$ cat src/rtl/hls_axis_stall_detector.sv
// Per-channel AXI-Stream stall detector: flags channels stalled for THRESHOLD
// consecutive cycles and queues one report event per new block.
module hls_axis_stall_detector #(
    parameter int unsigned NUM_CH    = 3,
    parameter int unsigned CNT_W     = 16,
    parameter int unsigned THRESHOLD = 1024,
    parameter int unsigned IDX_W     = (NUM_CH > 1) ? $clog2(NUM_CH) : 1
) (
    input  logic              clock,
    input  logic              reset,
    input  logic              enable,
    input  logic [NUM_CH-1:0] ch_valid,
    input  logic [NUM_CH-1:0] ch_ready,
    output logic [NUM_CH-1:0] axis_block_sigs,
    output logic [NUM_CH-1:0] block_dir,
    output logic              any_block,
    output logic              evt_valid,
    input  logic              evt_ready,
    output logic [IDX_W-1:0]  evt_ch,
    output logic              evt_dir,
    output logic              evt_overflow,
    input  logic              clear_overflow
);

    localparam logic [CNT_W-1:0] THR    = CNT_W'(THRESHOLD);
    localparam logic [CNT_W-1:0] THR_M1 = CNT_W'(THRESHOLD - 1);

    logic [CNT_W-1:0]  cnt_q [NUM_CH];
    logic [CNT_W-1:0]  cnt_d [NUM_CH];
    logic [NUM_CH-1:0] dir_q, dir_d;
    logic [NUM_CH-1:0] blk_d, bdir_d;
    logic [NUM_CH-1:0] rise_c;
    logic [NUM_CH-1:0] pend_q, pend_d;
    logic [NUM_CH-1:0] pend_dir_q, pend_dir_d;
    logic [NUM_CH-1:0] lowest_c;
    logic [IDX_W-1:0]  sel_c;
    logic              load_c;
    logic              ovf_d;

    // Stall classification and saturating run-length counters.
    // A nonzero count means the previous cycle was a stall in direction dir_q.
    always_comb begin
        cnt_d  = cnt_q;
        dir_d  = dir_q;
        blk_d  = axis_block_sigs;
        bdir_d = block_dir;
        rise_c = '0;
        for (int i = 0; i < int'(NUM_CH); i++) begin
            if (!enable) begin
                cnt_d[i]  = '0;
                blk_d[i]  = 1'b0;
                bdir_d[i] = 1'b0;
            end else if (ch_valid[i] == ch_ready[i]) begin
                cnt_d[i] = '0;
                blk_d[i] = 1'b0;
            end else if ((cnt_q[i] != '0) && (dir_q[i] == ch_valid[i])) begin
                if (cnt_q[i] != THR) begin
                    cnt_d[i]  = cnt_q[i] + CNT_W'(1);
                    rise_c[i] = (cnt_q[i] == THR_M1);
                end
            end else begin
                cnt_d[i]  = CNT_W'(1);
                dir_d[i]  = ch_valid[i];
                blk_d[i]  = 1'b0;
                rise_c[i] = (THR == CNT_W'(1));
            end
            if (rise_c[i]) begin
                blk_d[i]  = 1'b1;
                bdir_d[i] = ch_valid[i];
            end
        end
    end

    // Pending bitmap, lowest-index arbitration and overflow tracking.
    always_comb begin
        lowest_c = pend_q & (~pend_q + NUM_CH'(1));
        load_c   = (!evt_valid || evt_ready) && (|pend_q);
        sel_c    = '0;
        for (int i = int'(NUM_CH) - 1; i >= 0; i--) begin
            if (pend_q[i]) begin
                sel_c = IDX_W'(i);
            end
        end
        pend_d     = (load_c ? (pend_q & ~lowest_c) : pend_q) | rise_c;
        pend_dir_d = (pend_dir_q & ~rise_c) | (ch_valid & rise_c);
        ovf_d      = (evt_overflow && !clear_overflow) || (|(rise_c & pend_q));
    end

    always_ff @(posedge clock) begin
        if (reset) begin
            for (int i = 0; i < int'(NUM_CH); i++) begin
                cnt_q[i] <= '0;
            end
            dir_q           <= '0;
            axis_block_sigs <= '0;
            block_dir       <= '0;
            any_block       <= 1'b0;
            pend_q          <= '0;
            pend_dir_q      <= '0;
            evt_valid       <= 1'b0;
            evt_ch          <= '0;
            evt_dir         <= 1'b0;
            evt_overflow    <= 1'b0;
        end else begin
            cnt_q           <= cnt_d;
            dir_q           <= dir_d;
            axis_block_sigs <= blk_d;
            block_dir       <= bdir_d;
            any_block       <= |blk_d;
            pend_q          <= pend_d;
            pend_dir_q      <= pend_dir_d;
            evt_overflow    <= ovf_d;
            if (load_c) begin
                evt_valid <= 1'b1;
                evt_ch    <= sel_c;
                evt_dir   <= |(lowest_c & pend_dir_q);
            end else if (evt_ready) begin
                evt_valid <= 1'b0;
            end
        end
    end

endmodule
$ cat config.mk
export PLATFORM = sky130hd
export DESIGN_NAME = hls_axis_stall_detector
export DESIGN_NICKNAME = d
export VERILOG_FILES = /design/src/rtl/hls_axis_stall_detector.sv
export SDC_FILE = /design/constraint.sdc
export NUM_CORES = 1
export LEC_CHECK = 0
export ABC_AREA = 1
export CORE_UTILIZATION = 40
export CTS_CLUSTER_SIZE = 20
export DETAILED_ROUTE_END_ITERATION = 6
export PLACE_DENSITY = 0.66
export SYNTH_ARGS = -nofsm -noshare
export SYNTH_HDL_FRONTEND = slang
export SYNTH_SLANG_ARGS = --single-unit
$ cat constraint.sdc
create_clock -name clock -period 2.5 [get_ports clock]
set_input_delay 0.5 -clock clock [delete_from_list [all_inputs] [get_ports clock]]
set_output_delay 0.5 -clock clock [all_outputs]
set_load 0.05 [all_outputs]
Yosys cells after proc, flatten, opt, wreduce, memory -nomap -nowiden

Cells that the tools add are included.

Flip-flop bits (word level): 69
Input port bits: 11
Output and inout bits: 12
Logic and storage cells: 126

$add $sub $neg: 4
Equal/unequal tests: 18
Mux-type cells: 40
Bitwise operators: 18
Reduce and logical (&&, ||, !) cells: 26

Operator list:

| kind                                             | number |
|---|---|
| adder 16 x 1 -> 16 bit (second input constant)   | 3 |
| == test 16 x 10 -> 1 bit (second input constant) | 3 |
| != test 16 x 11 -> 1 bit (second input constant) | 3 |
| nonzero test 16 bit                              | 3 |
| two-way mux 1 bit                                | 36 |
| OR reduction 3 bit                               | 7 |
| bitwise AND 3 bit                                | 6 |
| != test 2 x 1 -> 1 bit (second input constant)   | 6 |
| OR reduction 4 bit                               | 3 |
| inverter 3 bit                                   | 3 |
| AND reduction 3 bit                              | 3 |
| inverter 1 bit                                   | 7 |
| == test 1 bit                                    | 6 |
| two-way mux 2 bit                                | 3 |
| OR 3 bit                                         | 2 |
| logical AND 1 bit                                | 5 |
| adder 3 x 1 -> 3 bit (second input constant)     | 1 |
| two-way mux 3 bit                                | 1 |
| zero test 1 bit                                  | 2 |
| logical OR 1 bit                                 | 2 |
| nonzero test 2 bit                               | 1 |

Longest topological paths before layout

Gate-level depths: netlist of run 1.

Depth after elaboration: 8
Gate-level depth with buffers: 11
Depth with buffers taken out: 11

Worst setup path after synthesis of run 1

No wires, ideal clock.

Path kind: input port to flip-flop
Start: input enable
End: register cnt_q[39] in the netlist's numbering
Arrival: 1,466 ps
Required time: 2,442 ps
Setup slack: 977 ps
Stages: 8
Path through: clkbuf_2 inv_1 nor2_2 nand2_1 nor2_4 inv_1 a21oi_1 o21a_1

Cells in the longest elaborated chain, start to end: 2

RTL lines:

| item                                | line | text |
|---|---|---|
| start, declared                     | 11   | `input logic enable,` |
| inverter 1 bit (no source line)     | --   |  |
| OR reduction 4 bit (no source line) | --   |  |
| end signal, assigned                | 105  | `cnt_q <= cnt_d;` |
| end, declared                       | 28   | `logic [CNT_W-1:0] cnt_q [NUM_CH];` |

Every way passes these cells.
A chain may end at the register's enable or synchronous reset.

Final worst setup path of run 1

Start: register block_dir[1]
End: output block_dir[1]

RTL lines:

| item                   | line | text |
|---|---|---|
| start, declared        | 15   | `output logic [NUM_CH-1:0] block_dir,` |
| start signal, assigned | 108  | `block_dir <= bdir_d;` |

No word-level cell between the ends.

==> run summary, run 1 <==
CP Cell Sequence = clkdlybuf4s50_1
Vias in the first global route = 2,777
Setup TNS = 0 ns
Ant. Diodes = 0
Clock Skew = 0.0125 ns
Net switching power = 439 µW
Worst hold path type = reg -> reg
Post-CTS sizing = 0
GP Congestion = 0.853
Detailed Place HPWL = 5150 µm
Comb pwr share = 4.3%
Design Power = 2.06 mW
Slowest CP cell = clkdlybuf4s50_1
Core Util, Final = 47.7%
Final period util = 80.7%
# clock sinks = 69
Min Hold Slack = 0.466 ns
Crit path required time = 2.00 ns
Layout cell share with drive strength beyond 1 = 6.51%
PD cells = 527 mW/mm²
Final hold violation count = 0
Vias per cell = 4.86
Synth Register Bits = 69
RSZ-0062 raised after global routing = false
Largest net degree at the start of global routing = 16
Hold-fix buffers, CTS = 0
Std cell rows = 33
Most frequent cells after synthesis = 89 x nand2_1, 75 x nor2_1, 69 x dfxtp_1
Finished Layout Cells = 612
Root Buffer = clkbuf_8
Pre-CTS WS = 0.262 ns
Synth Warn # = 0
Fmax = 496 MHz
Slew headroom = 65.6%
GRT Total Usage = 17.1%
Most numerous cell in the Yosys netlist = nand2_1
Post-Syn Instances = 474
WL final = 6740 µm
Worst-Margin Slew = 0.515 ns
CTS tree = yes
DP Area = 0.00372 mm²
Cts bufs inserted = 9
Die Area = 0.00882 mm²
Synth cell types = 39
H-tree Lvls = 3
Crit path DAT = 1.52 ns
Family with the most delay on the worst path = buffers and inverters
Syn_nets = 491
Maximum vdd drop = 0.000256 V
Initial antenna violation count = 0
R2R cell count = 9
Fillcell total = 841
DR vias = 2,977
Finished Cell Area = 0.00390 mm²
Area leader, netlist = dfxtp_1
Final Max Slew Viols = 0
Internal = 1.62 mW
Number of detailed-route iterations in the first pass = 4
Max_cap viols = 0
Setup bufs post-CTS = 0
Crit path launch type = flip-flop
IO Pins = 23
Final layout net count = 521
Clk buf depth = 2
EDFF count, synth = 0
Reg power frac = 53.9%
Levels on crit path = 1
Die H = 93.9 µm
Outcome = finished clean
Initial core utilization = 41.3%
Placed Cells = 598
Clk network pwr share = 41.8%
Antenna-violating nets left = 0
Finish-stage setup viols = 0
Hold path depth = 2
Core area = 0.00818 mm²
Crit-path max FO = 2
Leakage = 1.51 nW
First-pass GRT wire length = 12,000 µm
Residual DRC = 0
Mean Syn Cell Area = 7.13 µm²
Routed len/inst = 11.0 µm
Share of the synthesized area in the top cell type = 40.9%
Min cycle time layout = 2.02 ns
Drt first-iter violations = 134
Reg clk slew, reported paths = 0.07 ns
Ranking of synthesized cells by area = dfxtp_1 41%, nand2_1 9.9%, nor2_1 8.3%
FFs w/ async S/R, synth = 0%
Seq/Total Area, Yosys = 40.9%
Port-buffer cells = 22
Setup crit end kind = output port
Post-Syn Area = 0.00338 mm²
Die Wd = 93.9 µm
Clk_lat worst skew = 0.33 ns
Buf/Inv on CP = 1
Crit path kind = reg -> out
Sw frac = 21.3%
Max incr delay on CP = 0.82 ns
Worst Slack Setup Final = 0.483 ns
Area Growth Syn to Fin = 15.3%
Post-synth top flop = dfxtp_1
Congestion Overflow GR = 0
[kinds of logic after synthesis]
group	after synthesis	share of synthesized area [%]
AND/OR/NAND/NOR	234	31.2
AO/OA/AOI/OAI	85	13.8
flip-flops	69	40.9
buffers and inverters	65	7.70
XOR/XNOR	14	3.85
adder cells (fa/ha/maj)	6	2.22
multiplexers	1	0.296
[power by group through the flow]
stage	sequential (mW)	clock, mW	combinational, mW
floorplan	1.13	0	0.0555
global placement	1.13	0	0.0882
detailed placement	1.13	0	0.0884
CTS	1.11	0.878	0.0890
global route	1.11	0.929	0.0989
finish	1.11	0.859	0.0882
[cell usage in the layout (no fill, tap or decap), types with 2 or more instances in the layout]
cell type and n:
nand4_1 10, dfxtp_1 69, a31oi_1 4, nor2_1 75, a21oi_1 47, nand3_1 33, o211ai_1 2, o21ai_0 20
nor3_2 3, inv_1 57, o21a_1 6, nor3_1 10, nor2_4 2, ha_1 6, clkbuf_1 2, clkbuf_8 10
clkdlybuf4s50_1 22, a21oi_2 2, nor2_2 2, a211oi_1 2, xnor2_1 6, nor3b_1 2, nand2_4 2, or2_2 2
xor2_1 7, nand2_1 89, buf_4 3
[state kept, by name, summed over array words and instances (netlist names), named ones only]
register         count
evt_valid            1
block_dir            3
evt_overflow         1
axis_block_sigs      3
any_block            1
evt_dir              1
cnt_q               48
evt_ch               2
pend_q               3
dir_q                3
[metal layers]
layer / GRT usage (%) / vias up / routed length, µm
met1: 22.3 / 1327 / 3420
met3: 3.24 / 5 / 246
li1: - / 1609 / -
met4: 7.82 / 0 / 65
met2: 27.3 / 36 / 3010
met5: 0 / - / 0
[area by class of cell]
class	instances	area, µm²	share of cell area [%]
multi-input combinational	340	1740	44.6
inverter	59	224	5.75
tap	105	131	3.37
clock inverter	2	35.0	0.899
sequential	69	1380	35.4
clock buffer	12	145	3.72
timing repair buffer	25	243	6.23
[final timing paths]
kind / slack (ns) / end / startpoint
hold reg to reg: 0.47 / cnt_q[30] / cnt_q[30]
setup / recovery: 0.48 / block_dir[1] / block_dir[1]
setup reg to reg: 0.65 / any_block / cnt_q[0]
hold / removal: 0.47 / cnt_q[30] / cnt_q[30]
No activity file was read; power rests on OpenSTA's default activity.
==> inputs of run 2 (changes only) <==
- clock period: 2.5 -> 1.9 ns (I/O delays scaled with it)
==> run summary, run 2 (synthesized netlist as in run 1, its figures left out) <==
Outcome = finished clean (unchanged)
Antenna-violating nets left = 0 (unchanged)
Maximum vdd drop = 0.000460 V (was 0.000256 V)
Routed length on met1 = 3460 µm (was 3420 µm)
Finish-stage setup viols = 0 (unchanged)
Initial antenna violation count = 0 (unchanged)
Ant. Diodes = 0 (unchanged)
Clock Skew = 0.00756 ns (was 0.0125 ns)
Min cycle time layout = 1.85 ns
Final period util = 97.3%
WL met3 = 298 µm (was 246 µm)
Crit path launch type = flip-flop (unchanged)
Final layout net count = 540 (was 521)
PD cells = 677 mW/mm² (was 527 mW/mm²)
Family with the most delay on the worst path = buffers and inverters (unchanged)
Fmax = 541 MHz
Root Buffer = clkbuf_8 (unchanged)
Worst Slack Setup Final = 0.0517 ns (was 0.483 ns)
Max reg flops = 48 (unchanged)
Levels on crit path = 1 (unchanged)
Detailed Place HPWL = 5360 µm (was 5150 µm)
Die Area = 0.00882 mm² (unchanged)
Number of detailed-route iterations in the first pass = 4 (unchanged)
Initial core utilization = 41.3% (unchanged)
Largest Register = cnt_q (unchanged)
H-tree Lvls = 3 (unchanged)
Setup crit end kind = output port (unchanged)
Pre-CTS WS = -0.0478 ns (was 0.262 ns)
First-pass GRT wire length = 12,200 µm (was 12,000 µm)
GRT Total Usage = 17.4% (was 17.1%)
Design Power = 2.76 mW (was 2.06 mW)
Setup bufs post-CTS = 0 (unchanged)
Drt first-iter violations = 115 (was 134)
Reg clk slew, reported paths = 0.07 ns (about the same)
Core area = 0.00818 mm² (unchanged)
Commonest non-fill, non-tap cell in the layout = nand2_1 (unchanged)
Setup TNS = 0 ns (unchanged)
Port-buffer cells = 22 (unchanged)
Vias per cell = 4.75 (was 4.86)
Final hold violation count = 0 (unchanged)
Slowest CP cell = clkdlybuf4s50_1 (unchanged)
RSZ-0062 raised after global routing = false (unchanged)
Fillcell total = 824 (was 841)
Clk_lat worst skew = 0.34 ns (was 0.33 ns)
Finished Cell Area = 0.00408 mm² (was 0.00390 mm²)
Slew headroom = 66.3% (was 65.6%)
Crit path kind = reg -> out (unchanged)
Std cell rows = 33 (unchanged)
CP Cell Sequence = clkdlybuf4s50_1 (unchanged)
Max_cap viols = 0 (unchanged)
DP Area = 0.00386 mm² (was 0.00372 mm²)
Congestion Overflow GR = 0 (unchanged)
Max layer used = met4 (unchanged)
IO Pins = 23 (unchanged)
# clock sinks = 69 (unchanged)
GP Congestion = 0.821 (was 0.853)
R2R cell count = 7 (was 9)
Vias in the first global route = 2,782 (was 2,777)
Layout cell share with drive strength beyond 1 = 11.0% (was 6.51%)
Largest net degree at the start of global routing = 14 (was 16)
Buf/Inv on CP = 1 (unchanged)
Cts bufs inserted = 9 (unchanged)
Crit path DAT = 1.47 ns (was 1.52 ns)
Max incr delay on CP = 0.80 ns (was 0.82 ns)
Worst-Margin Slew = 0.505 ns (was 0.515 ns)
Crit-path max FO = 2 (unchanged)
Clk buf depth = 2 (unchanged)
Most frequent cells in the layout = 89 x nand2_1, 75 x nor2_1, 69 x dfxtp_1 (unchanged)
Min Hold Slack = 0.469 ns (was 0.466 ns)
Met2 Routed Length = 3170 µm (was 3010 µm)
Final Max Slew Viols = 0 (unchanged)
Worst hold path type = reg -> reg (unchanged)
Leakage = 1.76 nW (was 1.51 nW)
Residual DRC = 0 (unchanged)
Die Wd = 93.9 µm (unchanged)
CTS tree = yes (unchanged)
Hold path depth = 2 (unchanged)
WL final = 7000 µm (was 6740 µm)
Crit path required time = 1.52 ns (was 2.00 ns)
Area Growth Syn to Fin = 20.7% (was 15.3%)
Routed len/inst = 11.1 µm (was 11.0 µm)
Die H = 93.9 µm (unchanged)
Hold-fix buffers, CTS = 0 (unchanged)
DR vias = 3,008 (was 2,977)
-- run 2: layer usage --
| layer | vias to the layer above | track usage, % |
|---|---|---|
| met5 | - | 0 |
| met4 | 0 | 4.23 |
| met3 | 6 | 5.58 |
| met2 | 39 | 28.1 |
| met1 | 1321 | 22.5 |
| li1 | 1642 | - |
-- run 2: what timing repair did --
| action | 4_1_cts | 5_1_grt |
|---|---|---|
| cloned | 0 | 0 |
| endpoints found under the setup margin | 2 | 10 |
| pin swaps | 0 | 0 |
| endpoints found under the hold margin | 0 | 0 |
| gates resized for setup | 2 | 8 |
-- run 2: per-stage QoR --
step | std cells | utilization, %
after global routing | 633 | 49.9
after CTS | 633 | 49.6
after floorplan | 474 | -
final | 633 | 49.9
after detailed placement | 617 | 47.3
after global placement | 617 | 47.3
-- run 2: final cells by class --
| type | count | area [µm²] | area share (%) |
|---|---|---|---|
| clock buffers | 11 | 141 | 3.47 |
| clock inverters | 5 | 50.0 | 1.23 |
| inverters | 59 | 224 | 5.49 |
| multi-input cells | 340 | 1750 | 42.9 |
| flip-flops and latches | 69 | 1380 | 33.9 |
| well taps | 105 | 131 | 3.22 |
| repair buffers | 44 | 403 | 9.87 |
-- run 2: worst paths after layout --
check,slack (ns),startpoint,end
worst max-delay path,0.05,evt_ch[1],evt_ch[1]
worst min-delay path,0.47,flip-flop,flip-flop
worst max register to register,0.19,cnt_q[0],cnt_q[14]
worst min register to register,0.47,flip-flop,flip-flop
-- run 2: report_power, final --
| part | total (mW) | internal [mW] | switching [mW] |
|---|---|---|---|
| clock | 1.16 | 0.633 | 0.526 |
| sequential | 1.46 | 1.45 | 0.00614 |
| combinational | 0.146 | 0.0714 | 0.0747 |
